===== config.mk =====
export PLATFORM = sky130hd
export DESIGN_NAME = bp_be_cache_req_arbiter
export DESIGN_NICKNAME = d
export VERILOG_FILES = /design/src/rtl/bp_be_pkg.sv /design/src/rtl/bsg_fifo_1r1w_small.sv /design/src/rtl/bp_be_cache_req_arbiter.sv
export SDC_FILE = /design/constraint.sdc
export NUM_CORES = 1
export LEC_CHECK = 0
export ABC_AREA = 1
export BUFFER_PORTS_ARGS = -buffer_cell sky130_fd_sc_hd__buf_2
export CORE_UTILIZATION = 43
export DETAILED_ROUTE_END_ITERATION = 7
export GPL_TIMING_DRIVEN = 0
export PLACE_DENSITY_LB_ADDON = 0.3
export SLEW_MARGIN = 20
export SYNTH_ARGS = -nofsm -noshare
export SYNTH_HDL_FRONTEND = slang
export SYNTH_SLANG_ARGS = --single-unit

===== constraint.sdc =====
create_clock -name clk_i -period 2.7 [get_ports clk_i]
set_input_delay 0.81 -clock clk_i [delete_from_list [all_inputs] [get_ports clk_i]]
set_output_delay 0.81 -clock clk_i [all_outputs]
set_load 0.03 [all_outputs]

===== src/rtl/bp_be_pkg.sv =====
// Shared BE types for the cache-request arbiter.
// Arbiter phase encoding and owner-id width.
package bp_be_pkg;

    typedef enum logic [0:0] {
        e_ready = 1'b0,
        e_meta  = 1'b1
    } bp_be_cache_arb_state_e;

    localparam int owner_id_width_gp = 1;

endpackage


===== src/rtl/bsg_fifo_1r1w_small.sv =====
// Small circular FIFO, one read port, one write port.
// Push and pop may coincide at any occupancy, including full.
module bsg_fifo_1r1w_small #(
    parameter int width_p = 1,
    parameter int els_p   = 4
) (
    input  logic               clk_i,
    input  logic               reset_i,
    input  logic               v_i,
    output logic               ready_o,
    input  logic [width_p-1:0] data_i,
    output logic               v_o,
    output logic [width_p-1:0] data_o,
    input  logic               yumi_i
);

    localparam int ptr_w = (els_p > 1) ? $clog2(els_p) : 1;
    localparam int cnt_w = $clog2(els_p + 1);

    logic [width_p-1:0] mem [els_p];
    logic [ptr_w-1:0]   rd_ptr_r;
    logic [ptr_w-1:0]   wr_ptr_r;
    logic [cnt_w-1:0]   count_r;
    logic               push;
    logic               pop;

    assign v_o     = (count_r != '0);
    assign ready_o = (count_r != cnt_w'(els_p));
    assign data_o  = mem[rd_ptr_r];
    assign pop     = yumi_i & v_o;
    // A pop frees the slot, so a full FIFO still takes a same-cycle push
    assign push    = v_i & (ready_o | pop);

    function automatic logic [ptr_w-1:0] bump(input logic [ptr_w-1:0] p);
        return (p == ptr_w'(els_p - 1)) ? '0 : p + 1'b1;
    endfunction

    always_ff @(posedge clk_i) begin
        if (reset_i) begin
            rd_ptr_r <= '0;
            wr_ptr_r <= '0;
            count_r  <= '0;
        end else begin
            if (push) wr_ptr_r <= bump(wr_ptr_r);
            if (pop)  rd_ptr_r <= bump(rd_ptr_r);
            count_r <= count_r + cnt_w'(push) - cnt_w'(pop);
        end
    end

    always_ff @(posedge clk_i) begin
        if (push) mem[wr_ptr_r] <= data_i;
    end

endmodule


===== src/rtl/bp_be_cache_req_arbiter.sv =====
// Shares the LCE cache-request port between dcache (0) and PTW (1).
// Round-robin grant; in-order owner FIFO routes responses back.
module bp_be_cache_req_arbiter
    import bp_be_pkg::*;
#(
    parameter int req_width_p  = 8,
    parameter int meta_width_p = 4,
    parameter int owner_els_p  = 4
) (
    input  logic                         clk_i,
    input  logic                         reset_i,
    input  logic [1:0][req_width_p-1:0]  req_i,
    input  logic [1:0]                   req_v_i,
    output logic [1:0]                   req_yumi_o,
    input  logic [1:0][meta_width_p-1:0] meta_i,
    input  logic [1:0]                   meta_v_i,
    output logic [1:0]                   req_busy_o,
    output logic [1:0]                   critical_tag_o,
    output logic [1:0]                   critical_data_o,
    output logic [1:0]                   complete_o,
    output logic [req_width_p-1:0]       cache_req_o,
    output logic                         cache_req_v_o,
    input  logic                         cache_req_yumi_i,
    input  logic                         cache_req_busy_i,
    output logic [meta_width_p-1:0]      cache_req_metadata_o,
    output logic                         cache_req_metadata_v_o,
    input  logic                         cache_req_critical_tag_i,
    input  logic                         cache_req_critical_data_i,
    input  logic                         cache_req_complete_i,
    input  logic                         cache_req_credits_full_i
);

    bp_be_cache_arb_state_e state_r;

    logic                         rr_r;
    logic [owner_id_width_gp-1:0] owner_r;
    logic [owner_id_width_gp-1:0] head;
    logic                         fifo_ready;
    logic                         fifo_v;
    logic                         fifo_full;
    logic                         winner;
    logic                         grant_window;
    logic                         grant;
    logic                         busy_any;
    logic                         resp_ok;
    logic                         pop;

    assign fifo_full = ~fifo_ready;

    assign grant_window = ~reset_i
                        & (state_r == e_ready)
                        & ~cache_req_busy_i
                        & ~cache_req_credits_full_i
                        & ~fifo_full;

    // rr_r names the requester that currently holds priority
    assign winner        = req_v_i[rr_r] ? rr_r : ~rr_r;
    assign cache_req_v_o = grant_window & (|req_v_i);
    assign cache_req_o   = req_i[winner];
    assign grant         = cache_req_v_o & cache_req_yumi_i;
    assign req_yumi_o    = grant ? (2'b01 << winner) : 2'b00;

    assign cache_req_metadata_o   = meta_i[owner_r];
    assign cache_req_metadata_v_o = ~reset_i
                                  & (state_r == e_meta)
                                  & meta_v_i[owner_r];

    assign busy_any = cache_req_busy_i
                    | cache_req_credits_full_i
                    | fifo_full
                    | (state_r == e_meta);
    assign req_busy_o = {2{busy_any}};

    assign resp_ok = ~reset_i & fifo_v;
    assign pop     = resp_ok & cache_req_complete_i;

    assign critical_tag_o  = (resp_ok & cache_req_critical_tag_i)
                           ? (2'b01 << head) : 2'b00;
    assign critical_data_o = (resp_ok & cache_req_critical_data_i)
                           ? (2'b01 << head) : 2'b00;
    assign complete_o      = pop ? (2'b01 << head) : 2'b00;

    bsg_fifo_1r1w_small #(
        .width_p (owner_id_width_gp),
        .els_p   (owner_els_p)
    ) owner_fifo (
        .clk_i   (clk_i),
        .reset_i (reset_i),
        .v_i     (grant),
        .ready_o (fifo_ready),
        .data_i  (winner),
        .v_o     (fifo_v),
        .data_o  (head),
        .yumi_i  (pop)
    );

    always_ff @(posedge clk_i) begin
        if (reset_i) begin
            state_r <= e_ready;
            rr_r    <= 1'b0;
            owner_r <= '0;
        end else if (grant) begin
            state_r <= e_meta;
            rr_r    <= ~winner;
            owner_r <= winner;
        end else if (cache_req_metadata_v_o) begin
            state_r <= e_ready;
        end
    end

    always_ff @(posedge clk_i) begin
        if (!reset_i) begin
            assert (fifo_v
                    || !(cache_req_critical_tag_i
                         || cache_req_critical_data_i
                         || cache_req_complete_i))
            else $error("cache_req response with no owner");
        end
    end

endmodule


==> flow_summary.ini <==
[routing]
drcViolationCount = 0
avgViaCountPerCell = 4.498
routedWlPerCell_um = 8.751
vias = 1120
ant_nets = 0
wl_um = 2179
drt_iter0_drc = 17
dr.pass1.iters = 4

[layout]
final_common_cell = nand2_1
n_antenna_cell = 0
area_growth_pct = 33.96
drive_above_1_share_pct = 34.84
final_cell_mix = nand2_1, buf_2, nor2_1, inv_1, dfxtp_1
fill_cells = 221
final_cells = 249
final_area_um2 = 1416
nets = 266

[clocking]
clock_path_buffers = 2
cts_sinks = 16
cts_hold_buf = 0
postCtsSetupBuffers = 0
h-tree-depth = 1
cts_resized = 0
clk_latency_ns = 0.27
cts_root_buffer = clkbuf_4
cts_tree = yes
clkTransAtPathRegs_ns = 0.09
cts_buffers = 3

[floorplanning]
core-area_um2 = 2255
num_rows = 17
start_util_pct = 46.89
die_w_um = 51.59
ios = 60
fp.dieH_um = 51.59
die-area_um2 = 2661

[pwr]
power.density_nw_per_um2 = 533.8
power_mw = 0.7560
ir_drop_mv = 0.3644
power.leakage_nw = 0.8252

[place]
dp.cells = 245
placed_cell_area_um2 = 1388
portBuffers = 59
dp_hpwl_um = 1801
routabilityCongestion = 0.7841

[sta]
fmax_ghz = 0.3972
tns_ns = 0
fin_skew_ns = 0.006812
worstMarginPinSlew_ns = 0.2494
setup_viol = 0
finalCriticalPeriod_ns = 2.517
relSlewSlack_pct = 83.35
finalHoldViolCount = 0
finalMaxSlewViolations = 0
rsz0062_at_grt = no
finalCritPeriodShare_pct = 93.24

[logic_synthesis]
avgSynthCellArea_um2 = 6.692
yosys.area.top_type = dfxtp_1
synth_top_cell_area_share_pct = 22.72
synth_seq_cells = 16
ys_types = 19
syn_inst = 158
ys_seq_area_share_pct = 34.08
yosys_warnings = 0
synth_nets = 202
synthesis.area_um2 = 1057
yosys-top-cells-area = dfxtp_1, nand2_1, edfxtp_1, nor2_1, ha_1

[global_route]
grt_overflow = 0
grt_pass1_wl_um = 3346
grt_pass1_vias = 830
grtUsageTotal_pct = 16.46
grt_max_degree = 14
antenna_found_initial = 0

[critical_path]
end_kind = primary output
start_kind = input port
critPathKind = input port to primary output
reg2reg_slack_ns = 0.63
crit_required_ns = 1.89
critPathMaxFanout = 13
worstPathArrival_ns = 1.71

[outcome]
outcome = completed

[hold_path]
hp-class = flop to flop

[flow_run]
max-cap-violations = 0
-- report_power, final --
part	total (mW)	internal (mW)	switching (mW)
Sequential	0.303	0.278	0.0252
Clock	0.125	0.0571	0.0681
Combinational	0.328	0.113	0.215
Total	0.756	0.448	0.308
-- synthesized netlist by cell type (all sizes together) --
master,count
a21oi,3
a31oi,1
buf,3
dfxtp,12
edfxtp,4
fa,1
ha,7
inv,26
nand2,61
nand3,5
nand4,4
nor2,28
o21ai,3
-- logic make-up (layout without fill, tap and decap cells) --
kind of cell | after synthesis | count (layout) | share of synthesized area, %
simple gates | 98 | 98 | 40.36
buf+inv | 29 | 92 | 11.36
flops | 16 | 16 | 34.08
fa+ha+maj | 8 | 8 | 10.18
compound gates | 7 | 7 | 4.023
-- path summary, 6_finish.rpt --
kind,depth (start not counted),endpoint,from
max reg2reg,11,owner_fifo.count_r[2],owner_fifo.count_r[1]
min,2,state_r,state_r
min reg2reg,2,state_r,state_r
max,6,req_yumi_o[1],req_v_i[0]
-- per-stage QoR --
| stage | hold slack, ns | util [%] | setup WS, ns |
|---|---|---|---|
| after floorplan | 0.4605 | - | 0.3692 |
| after global placement | 0.4837 | 61.54 | 0.1160 |
| after detailed placement | 0.4920 | 61.54 | 0.1220 |
| after CTS | 0.5105 | 62.71 | 0.1034 |
| after global routing | 0.5290 | 62.82 | 0.03408 |
| final | 0.5068 | 62.82 | 0.1826 |
-- area by class of cell --
cell class | instances | area [um^2] | area share, %
Sequential cell | 16 | 360.3 | 25.44
Buffer | 3 | 22.52 | 1.590
Clock buffer | 4 | 26.28 | 1.855
Inverter | 26 | 97.59 | 6.890
Multi-Input combinational cell | 113 | 579.3 | 40.90
Timing Repair Buffer | 59 | 295.3 | 20.85
Tap cell | 28 | 35.03 | 2.473
-- metal layers --
| metal | up-vias | part of all wire [%] | global-route usage [%] | wire, um |
|---|---|---|---|---|
| met1 | 474 | 44 | 20.76 | 962 |
| met4 | 0 | 0.69 | 4.054 | 15 |
| met2 | 38 | 48 | 28.79 | 1036 |
| met3 | 2 | 7.5 | 2.924 | 164 |
| met5 | - | 0 | 0 | 0 |
| li1 | 606 | - | - | - |
-- critical path: stages --
cell	delay, ns
buf_2	0.10
o21ai_1	0.17
buf_4	0.22
nand4_1	0.14
inv_1	0.07
buf_2	0.19
Note: power is estimated with default switching activity, not from simulation.
